===== config.mk =====
export PLATFORM = sky130hd
export DESIGN_NAME = port_serializer_flat
export DESIGN_NICKNAME = d
export VERILOG_FILES = /design/src/rtl/port_serializer_if.sv /design/src/rtl/port_serializer.sv /design/src/flat_wrapper.sv
export SDC_FILE = /design/constraint.sdc
export NUM_CORES = 1
export LEC_CHECK = 0
export ABC_CLOCK_PERIOD_IN_PS = 5200
export BUFFER_PORTS_ARGS = -buffer_cell sky130_fd_sc_hd__buf_2
export CAP_MARGIN = 20
export CORE_MARGIN = 10
export CORE_UTILIZATION = 30
export DETAILED_ROUTE_END_ITERATION = 10
export GPL_TIMING_DRIVEN = 1
export HOLD_SLACK_MARGIN = 0.08
export PLACE_DENSITY_LB_ADDON = 0.3
export SLEW_MARGIN = 30
export SYNTH_ARGS = -nofsm -noshare
export SYNTH_HDL_FRONTEND = slang
export SYNTH_SLANG_ARGS = --single-unit

===== constraint.sdc =====
create_clock -name clk -period 5.2 [get_ports clk]
set_input_delay 0.52 -clock clk [delete_from_list [all_inputs] [get_ports clk]]
set_output_delay 0.52 -clock clk [all_outputs]
set_load 0.1 [all_outputs]

===== src/rtl/port_serializer_if.sv =====
// Parallel-in handshake plus serial-out status bundle for port_serializer.
// Zero latency (wires only); in_ready is the only backpressure signal.
// The master drives words in; the slave accepts them and drives the serial side.
interface port_serializer_if #(
  parameter int DATA_W = 8
);
  logic              in_valid;
  logic              in_ready;
  logic [DATA_W-1:0] in_data;
  logic              ser_out;
  logic              busy;
  logic              done;

  modport master (
    output in_valid, in_data,
    input  in_ready, ser_out, busy, done
  );

  modport slave (
    input  in_valid, in_data,
    output in_ready, ser_out, busy, done
  );
endinterface


===== src/rtl/port_serializer.sv =====
// Parallel-to-serial shifter with a one-word holding buffer; optional even parity via PORT_SERIALIZER_PARITY_EN.
// Latency: first bit on ser_out the cycle after acceptance; frame = (DATA_W[+1])*CLK_DIV cycles, back-to-back frames have no gap.
// Backpressure: in_ready = buffer not full; one word may wait while another shifts.
module port_serializer #(
  parameter int DATA_W    = 8,
  parameter int CLK_DIV   = 50,
  parameter int MSB_FIRST = 1
) (
  input  logic              clk,
  input  logic              rst,
  port_serializer_if.slave  bus
);
  localparam int CW = (CLK_DIV > 1) ? $clog2(CLK_DIV) : 1;
  localparam int IW = (DATA_W > 1) ? $clog2(DATA_W) : 1;
  localparam logic [CW-1:0] CNT_LAST = CW'(CLK_DIV - 1);
  localparam logic [IW-1:0] IDX_LAST = IW'(DATA_W - 1);

`ifdef PORT_SERIALIZER_PARITY_EN
  typedef enum logic [1:0] {IDLE, SHIFT, PARITY} state_t;
  logic par, nxt_par;
`else
  typedef enum logic {IDLE, SHIFT} state_t;
`endif

  state_t            state, nxt_state;
  logic [CW-1:0]     cnt, nxt_cnt;
  logic [IW-1:0]     idx, nxt_idx;
  logic [DATA_W-1:0] sh, nxt_sh, buf_dat;
  logic              buf_full, accept, load, from_buf, frame_end, wrap;
  logic              nxt_ser, last_bit;

  assign bus.in_ready = ~buf_full;
  assign accept       = bus.in_valid & ~buf_full;
  assign wrap         = (cnt == CNT_LAST);

  always_comb begin
    nxt_state = state;
    nxt_cnt   = cnt;
    nxt_idx   = idx;
    nxt_sh    = sh;
    frame_end = 1'b0;
    load      = 1'b0;
    from_buf  = 1'b0;
    case (state)
      IDLE: load = accept;
      SHIFT: begin
        if (!wrap) begin
          nxt_cnt = cnt + CW'(1);
        end else if (idx != IDX_LAST) begin
          nxt_cnt = '0;
          nxt_idx = idx + IW'(1);
          nxt_sh  = (MSB_FIRST != 0) ? (sh << 1) : (sh >> 1);
        end else begin
`ifdef PORT_SERIALIZER_PARITY_EN
          nxt_cnt   = '0;
          nxt_state = PARITY;
`else
          frame_end = 1'b1;
`endif
        end
      end
`ifdef PORT_SERIALIZER_PARITY_EN
      PARITY: begin
        if (!wrap) nxt_cnt = cnt + CW'(1);
        else       frame_end = 1'b1;
      end
`endif
      default: nxt_state = IDLE;
    endcase

    // Frame end: the buffered word wins over a same-edge handshake.
    if (frame_end) begin
      if (buf_full) begin
        load     = 1'b1;
        from_buf = 1'b1;
      end else if (accept) begin
        load = 1'b1;
      end else begin
        nxt_state = IDLE;
      end
    end

    if (load) begin
      nxt_state = SHIFT;
      nxt_cnt   = '0;
      nxt_idx   = '0;
      nxt_sh    = from_buf ? buf_dat : bus.in_data;
    end
  end

`ifdef PORT_SERIALIZER_PARITY_EN
  assign nxt_par  = load ? ^nxt_sh : par;
  assign last_bit = (nxt_state == PARITY);
  assign nxt_ser  = (nxt_state == IDLE)   ? 1'b0 :
                    (nxt_state == PARITY) ? nxt_par :
                    ((MSB_FIRST != 0) ? nxt_sh[DATA_W-1] : nxt_sh[0]);
`else
  assign last_bit = (nxt_state == SHIFT) && (nxt_idx == IDX_LAST);
  assign nxt_ser  = (nxt_state == IDLE) ? 1'b0 :
                    ((MSB_FIRST != 0) ? nxt_sh[DATA_W-1] : nxt_sh[0]);
`endif

  always_ff @(posedge clk or negedge rst) begin
    if (!rst) begin
      state       <= IDLE;
      cnt         <= '0;
      idx         <= '0;
      sh          <= '0;
      buf_dat     <= '0;
      buf_full    <= 1'b0;
      bus.ser_out <= 1'b0;
      bus.busy    <= 1'b0;
      bus.done    <= 1'b0;
`ifdef PORT_SERIALIZER_PARITY_EN
      par         <= 1'b0;
`endif
    end else begin
      state <= nxt_state;
      cnt   <= nxt_cnt;
      idx   <= nxt_idx;
      sh    <= nxt_sh;
      if (from_buf) begin
        buf_full <= 1'b0;
      end else if (accept && !load) begin
        buf_full <= 1'b1;
        buf_dat  <= bus.in_data;
      end
      bus.ser_out <= nxt_ser;
      bus.busy    <= (nxt_state != IDLE);
      bus.done    <= (nxt_state != IDLE) && (nxt_cnt == CNT_LAST) && last_bit;
`ifdef PORT_SERIALIZER_PARITY_EN
      par         <= nxt_par;
`endif
    end
  end
endmodule


===== src/flat_wrapper.sv =====
// flat-port wrapper written by rule: the top's interface ports become plain ports
module port_serializer_flat 
#(
  parameter int DATA_W    = 8,
  parameter int CLK_DIV   = 50,
  parameter int MSB_FIRST = 1
)
  (clk, rst, bus_in_valid, bus_in_data, bus_in_ready, bus_ser_out, bus_busy, bus_done);
  port_serializer_if #(.DATA_W(DATA_W)) bus_i ();
  input  logic clk;
  input  logic rst;
  input wire logic [$bits(bus_i.in_valid)-1:0] bus_in_valid;
  input wire logic [$bits(bus_i.in_data)-1:0] bus_in_data;
  output wire logic [$bits(bus_i.in_ready)-1:0] bus_in_ready;
  output wire logic [$bits(bus_i.ser_out)-1:0] bus_ser_out;
  output wire logic [$bits(bus_i.busy)-1:0] bus_busy;
  output wire logic [$bits(bus_i.done)-1:0] bus_done;
  assign bus_i.in_valid = bus_in_valid;
  assign bus_i.in_data = bus_in_data;
  assign bus_in_ready = bus_i.in_ready;
  assign bus_ser_out = bus_i.ser_out;
  assign bus_busy = bus_i.busy;
  assign bus_done = bus_i.done;
  port_serializer #(.DATA_W(DATA_W), .CLK_DIV(CLK_DIV), .MSB_FIRST(MSB_FIRST)) u_core (.clk(clk), .rst(rst), .bus(bus_i));
endmodule

== Word level (Yosys, flattened, before mapping) ==
Cells that the tools add are included.
Widths: inputs -> output; s select.

* Register bits: 29
* Output and inout bits: 4

* Reductions and logical operators: 11
* Multiplexer cells: 29
* Eq/ne operators: 4
* $add $sub $neg: 2
* Bitwise logic cells: 3

{| class="wikitable"
|+ Operators with widths
! kind !! number
|-
| $mux 8 || 5
|-
| $mux 6 || 4
|-
| $mux 1 || 16
|-
| $eq 6x6->1 const B || 2
|-
| $mux 3 || 4
|-
| $reduce_bool 2->1 || 4
|-
| $add 6x1->6 const B || 1
|-
| $logic_and 1x1->1 || 4
|-
| $add 3x1->3 const B || 1
|-
| $eq 3x3->1 const B || 1
|-
| $ne 3x3->1 const B || 1
|-
| $reduce_and 3->1 || 1
|-
| $not 1->1 || 2
|-
| $reduce_and 2->1 || 1
|-
| $and 1x1->1 || 1
|-
| $logic_not 1->1 || 1
|}

== Longest topological paths before layout ==
* Word-level depth: 10
* Gate-level depth with buffers: 9
* Mapped depth without buffers: 7

== Worst setup path before layout ==
OpenSTA, ideal clock, no wires.

* Path kind: reg-to-reg
* Start: reg, netlist name u_core.bus.busy
* End: reg u_core.bus.done
* Stages on the path, launching flop included: 6
* Clock period less this slack: 2.150 ns
* Data required time: 5.105 ns
* Data arrival time: 2.055 ns
* Slack: 3.050 ns
* Path buffers: 0
* Cells stage by stage: dfrtp_1 > nand4_1 > or3_1 > o211ai_2 > nand4_1 > nor4b_2

{| class="wikitable"
|+ RTL lines
! element !! line !! source
|-
| to (signal assigned) || port_serializer.sv:130 || <nowiki>bus.done <= (nxt_state != IDLE) && (nxt_cnt == CNT_LAST) && last_bit;</nowiki>
|-
| to (decl) || port_serializer_if.sv:21 || <nowiki>output in_ready, ser_out, busy, done</nowiki>
|}

== Worst setup path after layout ==
* Start: reg u_core.bus.busy
* End: out bus_busy

{| class="wikitable"
|+ RTL lines
! element !! line !! source
|-
| from (decl) || port_serializer_if.sv:21 ||
|-
| from (signal assigned) || port_serializer.sv:129 || <nowiki>bus.busy <= (nxt_state != IDLE);</nowiki>
|-
| to (decl) || flat_wrapper.sv:16 || <nowiki>output wire logic [$bits(bus_i.busy)-1:0] bus_busy;</nowiki>
|}

No word-level cell between the ends.

==> impl_results.html <==
<table>
<tr><th>Metric</th><th>Value</th></tr>
<tr><th colspan="2">CTS</th></tr>
<tr><td>Number of CTS-inserted buffers</td><td>5</td></tr>
<tr><td>Worst-Skew Late Latency</td><td>around 0.28 ns</td></tr>
<tr><td>CTS H-tree depth</td><td>2</td></tr>
<tr><td>CTS Root Cell</td><td>sky130_fd_sc_hd__clkbuf_8</td></tr>
<tr><td>Clock slew seen by the registers of the worst setup and hold paths</td><td>0.06 ns</td></tr>
<tr><td>Post-CTS setup-driven buffer insertion count</td><td>0</td></tr>
<tr><td>CTS sink count</td><td>29</td></tr>
<tr><td>Longest Clk Path Bufs</td><td>2</td></tr>
<tr><td>Post-CTS Hold Buffers</td><td>0</td></tr>
<tr><td>CTS tree</td><td>built</td></tr>
<tr><td>Resized cells post-CTS</td><td>0</td></tr>
<tr><th colspan="2">Timing</th></tr>
<tr><td>Worst rel slew slack</td><td>43.9%</td></tr>
<tr><td>Share of the clock period used by the worst path after layout</td><td>43.2%</td></tr>
<tr><td>Minimum clock period</td><td>2.25 ns</td></tr>
<tr><td>Total negative slack for setup checks</td><td>0 ns</td></tr>
<tr><td>Final number of setup-violating endpoints</td><td>0</td></tr>
<tr><td>Unrepaired setup endpoints after global routing</td><td>no</td></tr>
<tr><td>Skew final</td><td>0.00713 ns</td></tr>
<tr><td>Minimum hold slack</td><td>0.260 ns</td></tr>
<tr><td>Count of final hold-check violations</td><td>0</td></tr>
<tr><td>Slew of the pin with the lowest slew margin</td><td>0.842 ns</td></tr>
<tr><td>Max-slew violation count</td><td>0</td></tr>
<tr><td>Achievable Freq</td><td>around 440 MHz</td></tr>
<tr><th colspan="2">Setup path</th></tr>
<tr><td>Data arrival at the endpoint of the critical path</td><td>1.73 ns</td></tr>
<tr><td>Worst EP required</td><td>4.68 ns</td></tr>
<tr><td>Largest fanout on the critical path</td><td>22</td></tr>
<tr><td>Crit-path max cell delay</td><td>just under 0.9 ns</td></tr>
<tr><td>CP Class</td><td>flip-flop to primary output</td></tr>
<tr><td>Endpoint of the most critical register-to-register path</td><td>u_core.buf_dat[1]</td></tr>
<tr><td>Launch instance of the worst register-to-register path</td><td>u_core.idx[0]</td></tr>
<tr><td>CP cell instances</td><td>buf_2</td></tr>
<tr><td>Crit path capture type</td><td>primary output</td></tr>
<tr><td>Cell type of the slowest stage on the worst timing path</td><td>sky130_fd_sc_hd__dfrtp_1</td></tr>
<tr><td>Gate family responsible for the most delay along the worst path</td><td>flip-flops</td></tr>
<tr><td>Depth of the worst register-to-register path</td><td>5</td></tr>
<tr><td>Reg-to-reg setup timing slack</td><td>roughly 3.0 ns</td></tr>
<tr><td>CP Launch Type</td><td>flip-flop</td></tr>
<tr><td>Count of buffering cells on the critical path with inverters included</td><td>1</td></tr>
<tr><th colspan="2">Finish</th></tr>
<tr><td>Area Growth Syn to Fin</td><td>10.6%</td></tr>
<tr><td>Total number of nets in the final design</td><td>182</td></tr>
<tr><td>ANT cells</td><td>0</td></tr>
<tr><td>Layout cell share with drive strength beyond 1</td><td>17.8%</td></tr>
<tr><th colspan="2">Global route</th></tr>
<tr><td>Met3 track demand over resource in global routing</td><td>3.36%</td></tr>
<tr><td>Total routing usage reported by global routing</td><td>7.90%</td></tr>
<tr><td>Via count of the first global-routing pass</td><td>1,152</td></tr>
<tr><td>Grt total ovfl</td><td>0</td></tr>
<tr><td>Met1 Use GR</td><td>10.2%</td></tr>
<tr><td>Global-route wire length before repair</td><td>5550 um</td></tr>
<tr><td>Largest net degree at the start of global routing</td><td>30</td></tr>
<tr><td>Peak-usage layer in the global routing report</td><td>met2</td></tr>
<tr><td>Met2 usage in global routing</td><td>between 10% and 20%</td></tr>
<tr><td>Initial antenna violation count</td><td>0</td></tr>
<tr><th colspan="2">Floorplanning</th></tr>
<tr><td>Die height</td><td>93.9 um</td></tr>
<tr><td>Initial core utilization</td><td>31.4%</td></tr>
<tr><td>Area of the die</td><td>0.00881 mm^2</td></tr>
<tr><td>Horizontal die dimension</td><td>93.9 um</td></tr>
<tr><td>Floorplan core area</td><td>0.00520 mm^2</td></tr>
<tr><td>Number of rows created at floorplan</td><td>26</td></tr>
<tr><td>Ports placed on the boundary</td><td>15</td></tr>
<tr><th colspan="2">Hold path</th></tr>
<tr><td>Worst min-delay path category</td><td>input port to asynchronous set/reset pin</td></tr>
<tr><th colspan="2">Synth</th></tr>
<tr><td>Register area share after synthesis</td><td>44.3%</td></tr>
<tr><td>Average cell area after synthesis</td><td>10.5 um^2</td></tr>
<tr><td>Top cells by count, synth</td><td>29 x sky130_fd_sc_hd__dfrtp_1, 23 x sky130_fd_sc_hd__nand2_1, 11 x sky130_fd_sc_hd__mux2i_1, 11 x sky130_fd_sc_hd__nor2_1, 9 x sky130_fd_sc_hd__mux2_1</td></tr>
<tr><td>Register bit count reported by yosys</td><td>29</td></tr>
<tr><td>Post-synth design cell area</td><td>about 0.0016 mm^2</td></tr>
<tr><td>Share of synthesized flip-flops with an asynchronous set or reset</td><td>100%</td></tr>
<tr><td>Dominant register cell in the synthesized netlist</td><td>sky130_fd_sc_hd__dfrtp_1</td></tr>
<tr><td>Post-synthesis cell count</td><td>around 160</td></tr>
<tr><td>Share of Yosys cell area claimed by the top area cell type</td><td>44.3%</td></tr>
<tr><td>Leading cell types by total area after synthesis</td><td>sky130_fd_sc_hd__dfrtp_1 44%, sky130_fd_sc_hd__mux2i_1 6.7%, sky130_fd_sc_hd__mux2_1 6.2%</td></tr>
<tr><td>Count of cell types in the netlist</td><td>43</td></tr>
<tr><td>Count of flip-flops with a built-in enable after synthesis</td><td>0</td></tr>
<tr><td>Yosys warnings</td><td>0</td></tr>
<tr><td>Net count after synthesis</td><td>170</td></tr>
<tr><td>Most numerous cell in the Yosys netlist</td><td>sky130_fd_sc_hd__dfrtp_1</td></tr>
<tr><td>Post-synth top area cell</td><td>sky130_fd_sc_hd__dfrtp_1</td></tr>
<tr><th colspan="2">Drt</th></tr>
<tr><td>Post-Route WL</td><td>around 3200 um</td></tr>
<tr><td>Number of DRC markers after the initial detailed-route iteration</td><td>81</td></tr>
<tr><td>Vias per inst</td><td>4.80</td></tr>
<tr><td>Average wire per standard cell</td><td>13.4 um</td></tr>
<tr><td>Via count of the routed design</td><td>1,148</td></tr>
<tr><td>Number of remaining DRC errors</td><td>0</td></tr>
<tr><td>Remaining antenna violation count after routing</td><td>0</td></tr>
<tr><td>Number of search-and-repair iterations in the first detailed-routing pass</td><td>4</td></tr>
<tr><th colspan="2">Pwr</th></tr>
<tr><td>Power density of the placed cells</td><td>between 200 and 300 mW/mm^2</td></tr>
<tr><td>Leakage power</td><td>approximately 0.89 nW</td></tr>
<tr><td>Final total power</td><td>approximately 0.00047 W</td></tr>
<tr><td>IR Drop Worst-Case VDD</td><td>around 0.14 mV</td></tr>
<tr><th colspan="2">Placed design</th></tr>
<tr><td>Placed wire-length estimate</td><td>2320 um</td></tr>
<tr><td>GPL Wtd Cong</td><td>0.750</td></tr>
<tr><td>Port buffer count</td><td>14</td></tr>
<tr><th colspan="2">Flow run</th></tr>
<tr><td>Number of violations of the max-capacitance limit</td><td>0</td></tr>
<tr><th colspan="2">Status</th></tr>
<tr><td>Outcome</td><td>finished clean</td></tr>
</table>
==> cell families (layout without fill, tap and decap cells) <==
kind of cell,after synthesis,in the layout,share of synthesized area (%)
buf+inv,13,26,4.97
simple gates,62,62,21.5
flops,29,29,44.3
mux,20,20,12.9
compound gates,26,26,12.4
xor+xnor,3,3,1.61
fa+ha+maj,3,3,2.29
==> metrics by stage <==
step                setup slack (ns)  util, %  instance area [um^2]  cells
global placement                3.02     33.2                  1730    231
global route                    2.78     34.8                  1810    239
floorplan                       3.05        -                  1640    156
finish                          2.95     34.8                  1810    239
detailed placement              2.93     33.2                  1730    231
CTS                             2.92     34.8                  1810    239
==> cell type report <==
type / count / area (um^2)
inverters: 4 / 15.0
clock buffers: 6 / 72.6
fillers: 554 / 3390
flip-flops and latches: 29 / 726
clock inverters: 2 / 10.0
multi-input cells: 114 / 830
repair buffers: 14 / 70.1
well taps: 70 / 87.6
==> metal layers <==
| layer | part of all wire (%) | vias up |
|---|---|---|
| li1 | - | 572 |
| met1 | 49 | 543 |
| met2 | 44 | 27 |
| met3 | 5.7 | 6 |
| met4 | 1.6 | 0 |
| met5 | 0 | - |
==> worst max-delay path by stage <==
stage,cells past startpoint,endpoint,start,slack [ns]
6_report,1,bus_busy,u_core.bus.busy,2.95
5_1_grt,5,u_core.buf_dat[2],u_core.idx[0],2.78
4_1_cts,5,u_core.buf_dat[1],u_core.idx[0],2.92
3_5_place_dp,5,u_core.buf_dat[1],u_core.idx[0],2.93
3_3_place_gp,5,u_core.buf_dat[2],u_core.idx[0],3.02
2_1_floorplan,5,u_core.bus.done,u_core.bus.busy,3.05
==> sequential cells by signal, summed over array words and instances, names as in the netlist <==
register / count
u_core.idx: 3
u_core.bus.done: 1
u_core.bus.ser_out: 1
u_core.bus.busy: 1
u_core.cnt: 6
u_core.buf_full: 1
u_core.buf_dat: 8
u_core.sh: 8
==> cell usage in the layout (no fill, tap or decap), types with 3 or more instances in the layout <==
| cell | count |
|---|---|
| sky130_fd_sc_hd__inv_1 | 4 |
| sky130_fd_sc_hd__nand4_1 | 3 |
| sky130_fd_sc_hd__dfrtp_1 | 29 |
| sky130_fd_sc_hd__a21oi_1 | 3 |
| sky130_fd_sc_hd__nor2_1 | 11 |
| sky130_fd_sc_hd__o21ai_0 | 8 |
| sky130_fd_sc_hd__mux2_1 | 9 |
| sky130_fd_sc_hd__and2_1 | 3 |
| sky130_fd_sc_hd__nand2_1 | 23 |
| sky130_fd_sc_hd__mux2i_1 | 11 |
| sky130_fd_sc_hd__a221o_1 | 6 |
| sky130_fd_sc_hd__ha_1 | 3 |
| sky130_fd_sc_hd__nand3_1 | 3 |
| sky130_fd_sc_hd__nand2b_1 | 3 |
| sky130_fd_sc_hd__clkbuf_8 | 5 |
| sky130_fd_sc_hd__buf_2 | 14 |
==> power by group <==
part	leakage, nW	internal, W	switching (W)
Clock	0.0450	0.0000924	0.0000814
Combinational	0.489	0.0000187	0.0000191
Sequential	0.352	0.000249	0.0000113
Total	0.886	0.000360	0.000112
Power figures use the tool's default switching activity.
